`src/rtl/alu_arbiter.sv`:
```
// ---------------------------------------------------------------------------
// alu_arbiter
// Shares one combinational execute-stage ALU between the core pipeline
// (requester 0) and the auxiliary sequencer (requester 1). A 1-bit
// round-robin pointer picks at most one operation per cycle. That operation
// drives the shared ALU, and the ALU result is captured into the winner's
// response slot. Each slot is held until its owner takes it with
// rspN_ready.
//
// Ports
//   clk, rst                  clock, synchronous active-high reset
//   reqN_valid/_ready         request handshake (ready is combinational)
//   reqN_ctrl/_op1/_op2       ALU operation code and operands
//   rspN_valid/_ready         response slot handshake
//   rspN_data/_eq             registered ALU result and equality flag
//   alu_op1/_op2/_ctrl        shared ALU drive (zero when there is no grant)
//   alu_out/_eq               shared ALU result (combinational)
//   grant_id                  winner this cycle (valid only with a grant)
// ---------------------------------------------------------------------------
module alu_arbiter #(
    parameter int unsigned DATA_WIDTH = 32
) (
    input  logic                  clk,
    input  logic                  rst,

    input  logic                  req0_valid,
    output logic                  req0_ready,
    input  logic [3:0]            req0_ctrl,
    input  logic [DATA_WIDTH-1:0] req0_op1,
    input  logic [DATA_WIDTH-1:0] req0_op2,

    input  logic                  req1_valid,
    output logic                  req1_ready,
    input  logic [3:0]            req1_ctrl,
    input  logic [DATA_WIDTH-1:0] req1_op1,
    input  logic [DATA_WIDTH-1:0] req1_op2,

    output logic                  rsp0_valid,
    input  logic                  rsp0_ready,
    output logic [DATA_WIDTH-1:0] rsp0_data,
    output logic                  rsp0_eq,

    output logic                  rsp1_valid,
    input  logic                  rsp1_ready,
    output logic [DATA_WIDTH-1:0] rsp1_data,
    output logic                  rsp1_eq,

    output logic [DATA_WIDTH-1:0] alu_op1,
    output logic [DATA_WIDTH-1:0] alu_op2,
    output logic [3:0]            alu_ctrl,
    input  logic [DATA_WIDTH-1:0] alu_out,
    input  logic                  alu_eq,

    output logic                  grant_id
);

    localparam int unsigned CTRL_W = 4;

    // Priority pointer values: which requester wins a tie.
    localparam logic [0:0] PRIO_REQ0 = 1'b0;
    localparam logic [0:0] PRIO_REQ1 = 1'b1;

    logic                  prio_q, prio_d;
    logic                  rsp0_valid_q, rsp0_valid_d;
    logic                  rsp1_valid_q, rsp1_valid_d;
    logic [DATA_WIDTH-1:0] rsp0_data_q, rsp0_data_d;
    logic [DATA_WIDTH-1:0] rsp1_data_q, rsp1_data_d;
    logic                  rsp0_eq_q, rsp0_eq_d;
    logic                  rsp1_eq_q, rsp1_eq_d;

    logic free0, free1;
    logic elig0, elig1;
    logic gnt0, gnt1;

    // Eligibility and round-robin grant. A slot counts as free when it is
    // being drained this cycle. This allows back-to-back ops per requester.
    always_comb begin : arb_comb
        free0 = !rsp0_valid_q || rsp0_ready;
        free1 = !rsp1_valid_q || rsp1_ready;
        elig0 = req0_valid && free0 && !rst;
        elig1 = req1_valid && free1 && !rst;
        gnt0  = elig0 && (!elig1 || (prio_q == PRIO_REQ0));
        gnt1  = elig1 && (!elig0 || (prio_q == PRIO_REQ1));
    end

    assign req0_ready = gnt0;
    assign req1_ready = gnt1;
    assign grant_id   = gnt1;

    // Shared ALU drive: winner's operands, all-zero when idle.
    always_comb begin : alu_drive
        alu_op1  = '0;
        alu_op2  = '0;
        alu_ctrl = CTRL_W'(0);
        if (gnt0) begin
            alu_op1  = req0_op1;
            alu_op2  = req0_op2;
            alu_ctrl = req0_ctrl;
        end else if (gnt1) begin
            alu_op1  = req1_op1;
            alu_op2  = req1_op2;
            alu_ctrl = req1_ctrl;
        end
    end

    // Next state: pointer rotation, result capture, slot release.
    always_comb begin : next_state
        prio_d       = prio_q;
        rsp0_valid_d = rsp0_valid_q;
        rsp1_valid_d = rsp1_valid_q;
        rsp0_data_d  = rsp0_data_q;
        rsp1_data_d  = rsp1_data_q;
        rsp0_eq_d    = rsp0_eq_q;
        rsp1_eq_d    = rsp1_eq_q;

        if (gnt0) begin
            prio_d = PRIO_REQ1;
        end else if (gnt1) begin
            prio_d = PRIO_REQ0;
        end

        if (gnt0) begin
            rsp0_valid_d = 1'b1;
            rsp0_data_d  = alu_out;
            rsp0_eq_d    = alu_eq;
        end else if (rsp0_valid_q && rsp0_ready) begin
            rsp0_valid_d = 1'b0;
        end

        if (gnt1) begin
            rsp1_valid_d = 1'b1;
            rsp1_data_d  = alu_out;
            rsp1_eq_d    = alu_eq;
        end else if (rsp1_valid_q && rsp1_ready) begin
            rsp1_valid_d = 1'b0;
        end
    end

    // State registers. Reset clears the slots and discards in-flight results.
    always_ff @(posedge clk) begin : state_reg
        if (rst) begin
            prio_q       <= PRIO_REQ0;
            rsp0_valid_q <= 1'b0;
            rsp1_valid_q <= 1'b0;
            rsp0_data_q  <= '0;
            rsp1_data_q  <= '0;
            rsp0_eq_q    <= 1'b0;
            rsp1_eq_q    <= 1'b0;
        end else begin
            prio_q       <= prio_d;
            rsp0_valid_q <= rsp0_valid_d;
            rsp1_valid_q <= rsp1_valid_d;
            rsp0_data_q  <= rsp0_data_d;
            rsp1_data_q  <= rsp1_data_d;
            rsp0_eq_q    <= rsp0_eq_d;
            rsp1_eq_q    <= rsp1_eq_d;
        end
    end

    assign rsp0_valid = rsp0_valid_q;
    assign rsp1_valid = rsp1_valid_q;
    assign rsp0_data  = rsp0_data_q;
    assign rsp1_data  = rsp1_data_q;
    assign rsp0_eq    = rsp0_eq_q;
    assign rsp1_eq    = rsp1_eq_q;

endmodule

```
`config.mk`:
```
export PLATFORM = sky130hd
export DESIGN_NAME = alu_arbiter
export DESIGN_NICKNAME = d
export VERILOG_FILES = /design/src/rtl/alu_arbiter.sv
export SDC_FILE = /design/constraint.sdc
export NUM_CORES = 1
export LEC_CHECK = 0
export ABC_CLOCK_PERIOD_IN_PS = 2000
export CORE_AREA = 2 2 123 125
export CTS_BUF_LIST = sky130_fd_sc_hd__clkbuf_8
export CTS_CLUSTER_DIAMETER = 60
export DETAILED_ROUTE_END_ITERATION = 7
export DIE_AREA = 0 0 125 127
export SKIP_LAST_GASP = 1
export SLEW_MARGIN = 20
export SYNTH_ARGS = -nofsm -noshare
export SYNTH_HDL_FRONTEND = slang
export SYNTH_SLANG_ARGS = --single-unit
export TNS_END_PERCENT = 5
```
`constraint.sdc`:
```
create_clock -name clk -period 2 [get_ports clk]
set_input_delay 0.2 -clock clk [delete_from_list [all_inputs] [get_ports clk]]
set_output_delay 0.2 -clock clk [all_outputs]
set_load 0.1 [all_outputs]
```
# Word level (Yosys, flattened, before mapping)
# Cells that the tools add are included.
# op_classes
mux	12
bitwise_logic	1
reduce_logical	20
# op_table
operator	n
32-bit 2-to-1 mux	4
1-bit logical AND	8
4-bit 2-to-1 mux	2
1-bit 2-to-1 mux	6
2-bit nonzero test	3
1-bit zero test	5
1-bit logical OR	4
1-bit inverter	1
# word_totals
regBits	69
in_bits	175
output_inout_bits	139

# Logic depth before layout (Yosys ltp)
# depth
depth_word	9
mapped_depth	6

# Least setup slack after synthesis
# OpenSTA, ideal clock, no wires.
# synth_timing
kind	register to output
start	reg rsp0_valid_q, in the netlist rsp0_valid
end	out req1_ready
setup_slack_ps	-1650
t_arrival_ps	3450
stages_incl_launch_ff	6
path_cell_list	dfxtp_1 nor2b_2 o211ai_2 buf_2 nor2_1 buf_4
# synth_via
elab_chain_len	7
# synth_rtl
item	line	source
start, declared	64	logic rsp0_valid_q, rsp0_valid_d;
start signal, assigned	151	rsp0_valid_q <= rsp0_valid_d;
1-bit zero test	78	free0 = !rsp0_valid_q || rsp0_ready;
1-bit logical OR	78	
1-bit logical AND (2 in series)	80	elig0 = req0_valid && free0 && !rst;
1-bit zero test	83	gnt1 = elig1 && (!elig0 || (prio_q == PRIO_REQ1));
1-bit logical OR	83	
1-bit logical AND	83	
end, declared	33	output logic req1_ready,
# No other way between the ends.

# Final worst setup path
# layout_timing
start	in rsp0_ready
end	out alu_ctrl[1]
# layout_via
elab_chain_len	8
word_cells_on_any_way	9
cone_classes	2 x mux; 7 x reduce/logical
# layout_rtl
item	line	source
start, declared	39	input logic rsp0_ready,
1-bit logical OR *	78	
1-bit logical AND * (2 in series)	80	
1-bit zero test	83	
1-bit logical OR	83	
1-bit logical AND	83	
4-bit 2-to-1 mux	99	end else if (gnt1) begin
4-bit 2-to-1 mux *	95	if (gnt0) begin
end, declared	50	output logic [3:0] alu_ctrl,
# Mark *: on every way between the ends. The rest lies on a longest branch, timed or not.

==> summary.txt <==
Clock tree
  – Clock root cell: clkbuf_8
  – Clk buf depth: 2
  – Hold buffers post-CTS: 0
  – Worst-Skew Late Latency: about 0.33 ns
  – Reg clk slew, reported paths: roughly 0.070 ns
  – H-tree levels: 3
  – CTS tree: done
  – CTS Buf Count: 9
  – Clock sink count: 69

Critical path
  – Setup crit start kind: input pin
  – Setup CP Type: input pin to primary output
  – Critical path required time: between 1.5 and 2 ns
  – Crit path capture type: primary output
  – Critical path arrival: 1.97 ns
  – Worst-path fanout max: 8

Final layout
  – Layout Nets: just under 1,000
  – Fillers: 1,234
  – Ant. Diodes: 0
  – Area growth, synth to finish: 152.2%
  – Fraction of layout cells with a size suffix above 1: 38.99%
  – Final instance area: 8617 sq um

Synth
  – Synth cell types: 21
  – Avg Cell Area, Syn: 7.270 sq um
  – Mapped Area: 3417 sq um
  – Top FF cell, synth: dfxtp_1
  – Syn_nets: 645
  – Synth Register Bits: 69
  – Most common cell in the netlist: nor2_1
  – Sequential-to-total area share from yosys stat: 40.42%
  – Top post-synthesis cells by area: dfxtp_1 40%, a22oi_1 15%, a21oi_1 9.8%
  – Area leader, netlist: dfxtp_1
  – EDFF count, synth: 0
  – Post-synth top cells: 73 x nor2_1, 69 x dfxtp_1, 68 x a22oi_1, 67 x a21oi_1, 67 x nand2_1
  – Post-synth top area share: 40.42%
  – Warnings from Yosys: 0
  – Async SR Flop Fraction: 0%
  – Syn Inst Count: 470

GRT
  – GRT Residual Overflow: 0
  – Pin count of the biggest net entering global routing: 51
  – Vias in the first global route: approximately 4,900
  – Total track usage: 22.02%
  – Antenna violations before repair: 0
  – Global-route wire length before repair: roughly 28,000 um

Pwr
  – Combinational power share: 54.1%
  – P_sw: 2.568 mW
  – Clk pwr share: 20.4%
  – Internal: 3.295 mW
  – Lkg Pwr: around 3.2 nW
  – Cell Pwr Density: 680.4 nW/um^2
  – Total power: 5.863 mW
  – Worst VDD drop: 0.5136 mV
  – Sequential share of power: 25.5%
  – Switching Share: 43.81%

Placed design
  – Placed Area: 8154 sq um
  – Port-buffer cells: 313
  – Dpl hpwl: 14,490 um
  – Routability cong.: 0.8752

Floorplanning
  – Ports: 314
  – Width of the die: between 100 and 150 um
  – Chip height: 127 um
  – Die area: ~16,000 sq um
  – Initial Utilization: 23.69%
  – Row count: 44
  – Area of the core: 14,420 sq um

Run status
  – Failing checks: negative setup slack
  – Status: complete, but fails checks

Timing
  – Fin. Hold Viols: 0
  – Slew Limit Fails: 0
  – F_max: roughly 460 MHz
  – Worst slew pin tran: approximately 0.55 ns
  – Final setup fails: 68
  – RSZ-0062 raised after global routing: yes
  – Slew HR: between 60% and 70%
  – Final min period: 2.171 ns
  – Clock skew: 0.01081 ns
  – Part of the cycle the worst path needs: 108.6%
  – Worst setup margin: -0.1712 ns

Min path
  – Worst hold path class: input pin to register

Detailed routing
  – Top routing layer used: met4
  – Vias: between 4,000 and 5,000
  – Met1 WL: 6870 um
  – Post-route ant nets: 0
  – Routed length on met2: between 9000 and 10,000 um
  – Met3 Wirelength: 1368 um
  – WL/cell: 18.88 um
  – Vias per inst: 4.886
  – Drt total wl: 18,490 um
  – Iter 0 DRT Violations: 204
  – DR pass1 iterations: 5
  – DRC errors left: 0

Run
  – Max Cap Violations: 0
## worst max-delay path, stage by stage
cell             delay (ns)
clkdlybuf4s50_1        0.52
nor2b_4                0.07
a311oi_4               0.30
buf_4                  0.18
buf_12                 0.14
clkbuf_16              0.15
a22oi_2                0.07
nor2_4                 0.14
buf_12                 0.19
## power groups by stage
stage                     clock, mW  combinational [mW]  sequential (mW)
after floorplan                   0                1.37             2.07
after global placement            0                3.05             1.52
after detailed placement          0                3.08             1.53
after CTS                      1.23                3.14             1.49
after global routing           1.30                3.28             1.50
final                          1.19                3.17             1.49
## cells by family after synthesis
group,share of synthesized area (%)
buffers and inverters,6.847
DFF,40.42
and+or+nand+nor,21.24
AOI/OAI and AO/OA,31.49
## placed cells by master (no fill, tap or decap), types with 2 or more instances in the layout
master,synthesis,final
nor2_4,0,70
a22oi_1,68,38
bufinv_16,0,2
nor2_1,73,2
nand2b_1,2,2
buf_4,2,93
o21ai_0,33,33
clkdlybuf4s50_1,0,172
nand2_1,67,67
clkbuf_16,0,3
clkbuf_8,0,10
nand3_1,33,33
buf_6,2,3
inv_1,1,2
dfxtp_1,69,67
dfxtp_4,0,2
a21oi_1,67,67
buf_12,0,85
a22oi_2,0,30
## cell type report
| cell class | instances | area [sq um] | share of cell area, % |
|---|---|---|---|
| clock buffers | 9 | 123.9 | 1.437 |
| repair buffers | 359 | 4268 | 49.53 |
| clock inverters | 6 | 81.33 | 0.9438 |
| flip-flops and latches | 69 | 1389 | 16.12 |
| multi-input cells | 351 | 2521 | 29.26 |
| well taps | 184 | 230.2 | 2.672 |
| inverters | 1 | 3.754 | 0.04356 |
## registers in the layout (all words and copies together), names as in the netlist
name,flops
rsp0_data,32
rsp1_data,32
prio_q,1
rsp0_eq,1
rsp0_valid,1
rsp1_eq,1
rsp1_valid,1
## metrics by stage
stage | setup WS, ns | cells | util [%] | hold WS (ns) | TNS (ns)
after global routing | -0.2409 | 979 | 59.74 | 0.1409 | -13.79
after floorplan | -0.06392 | 470 | - | 0.3360 | -3.178
after detailed placement | -0.1201 | 953 | 56.53 | 0.4478 | -4.241
after global placement | -0.09997 | 953 | 56.53 | 0.4457 | -3.231
final | -0.1712 | 979 | 59.74 | 0.1613 | -8.148
after CTS | -0.1149 | 975 | 58.80 | 0.1371 | -5.016
## repair_timing
action / CTS / global route
resized for setup: 8 / 24
pin swaps: 5 / 19
setup buffers: 5 / 3
gates cloned: 2 / 3
setup endpoints to repair: 68 / 68
## metal layers
layer,vias to the layer above,global-route usage (%)
met2,190,41.56
met4,0,5.490
met3,23,5.946
li1,2304,-
met5,-,0
met1,2266,24.51
## path summary, 6_finish.rpt
path	from	to	slack (ns)	cells after the start
max	rsp0_ready	alu_ctrl[1]	-0.17	9
min	rst	rsp0_data[14]	0.16	2
max reg2reg	rsp0_valid	rsp1_data[13]	0.41	6
min reg2reg	rsp1_data[3]	rsp1_data[3]	0.46	2
Power figures use the tool's default switching activity.
==> RTL edit (same flow settings) <==
The parameter `DATA_WIDTH` goes from 32 to 28.
--- a/src/rtl/alu_arbiter.sv
+++ b/src/rtl/alu_arbiter.sv
@@ -19,5 +19,5 @@
 // ---------------------------------------------------------------------------
 module alu_arbiter #(
-    parameter int unsigned DATA_WIDTH = 32
+    parameter int unsigned DATA_WIDTH = 28
 ) (
     input  logic                  clk,
Ports: changed (9 resized); port bits go from 314 to 278. The function was not compared with the original's and may differ.
==> RTL edit against the original RTL <==
The run still ends with negative setup slack left; cell area rose by 4.1%; count of clock-buffer cells in the layout rose by 2; sequential cell count fell by 8; setup slack improved by 0.13 ns; wire length fell by 7.1%; total power fell by 3.1%; area after synthesis rose by 11%; sequential power fell by 9%; critical endpoint is now alu_op1[18]; largest cell class unchanged; largest power group unchanged.
==> RTL edit: results <==
metrics = {
    "run_status": {
        "outcome": "finished with violations",
        "violations": "negative setup slack",
    },
    "detailed_routing": {
        "vias": 4205,
        "drtPass1Iterations": 4,
        "first_iter_violations": 137,
        "routed_wl_mm": 17.2,
        "wire_per_inst_um": 18.8,
        "wl_met1_mm": 7.16,
    },
    "placement": {
        "routabilityCongestion": 0.887,
        "portBuffers": 277,
        "dp.cells": 888,
        "post_dp_cell_area_um2": 8550,
        "post-place-ws_ns": -0.153,
    },
    "timing": {
        "fin_ws_ns": -0.0413,
        "finalSetupViolations": 39,
        "hold_slack_ns": 0.387,
        "tns_ns": -0.477,
    },
    "worst_setup_path": {
        "worst_r2r_path_depth": 5,
        "critPathCapture": "alu_op1[18]",
    },
    "synthesis": {
        "synth_area_per_cell_um2": 8.48,
        "synth.area.mux_share": 0.153,
        "synth.area.top_cells": "dfxtp_1, nand2b_1, mux2i_1, o32ai_1, inv_1",
    },
    "pwr": {
        "p_leak_nw": 3.55,
    },
    "hold_path": {
        "holdPathEnd": "rsp0_valid",
        "hold_path.startpoint": "rsp0_ready",
        "min_path_cells": 4,
    },
    "layout": {
        "register_area_um2": 1230,
        "final_nets": 880,
    },
    "global_route": {
        "grt_pass1_vias": 4460,
    },
}
[RTL edit: cell count changes after synthesis, sizes merged, moves of 64 or more]
| cell | change |
|---|---|
| a22oi | -68 |
| a21oi | -64 |
| nand2 | -66 |
| nor2 | -71 |
| nand2b | +148 |
[RTL edit: where the power goes]
part           switching [mW]  internal (mW)  leakage, nW
registers              0.0516           1.30        0.503
logic                    2.03           1.21         2.95
clock network           0.458          0.633        0.106
total                    2.54           3.14         3.55
[RTL edit: cell families (layout without fill, tap and decap cells)]
kind of cell	Yosys count	in the layout
AND/OR/NAND/NOR	156	156
buffers and inverters	103	385
AO/OA/AOI/OAI	69	69
multiplexers	58	58
flip-flops	61	61
other	0	1
[RTL edit: metal layers]
layer	global-route usage	vias up
met4	0.0601	0
met2	0.369	165
met5	0	-
met3	0.0519	19
li1	-	2070
met1	0.270	1951
[RTL edit: worst max-delay path: cells and delay by family]
family          cells  cell delay (ns)
compound gates      2             0.25
buf+inv             4             1.18
simple gates        1             0.19
[RTL edit: final cells by class]
| class | instances | area share |
|---|---|---|
| Timing Repair Buffer | 309 | 0.419 |
| Multi-Input combinational cell | 283 | 0.371 |
| Sequential cell | 61 | 0.137 |
| Tap cell | 184 | 0.0257 |
| Inverter | 61 | 0.0255 |
| Clock buffer | 11 | 0.0169 |
| Clock inverter | 4 | 0.00516 |
| Antenna cell | 1 | 0.000279 |
[RTL edit: timing repair]
| item | in CTS | in global routing |
|---|---|---|
| cloned | 5 | 0 |
| resized for setup | 9 | 3 |
| pin swaps | 2 | 7 |
| setup buffers | 4 | 2 |
| setup endpoints to repair | 58 | 58 |
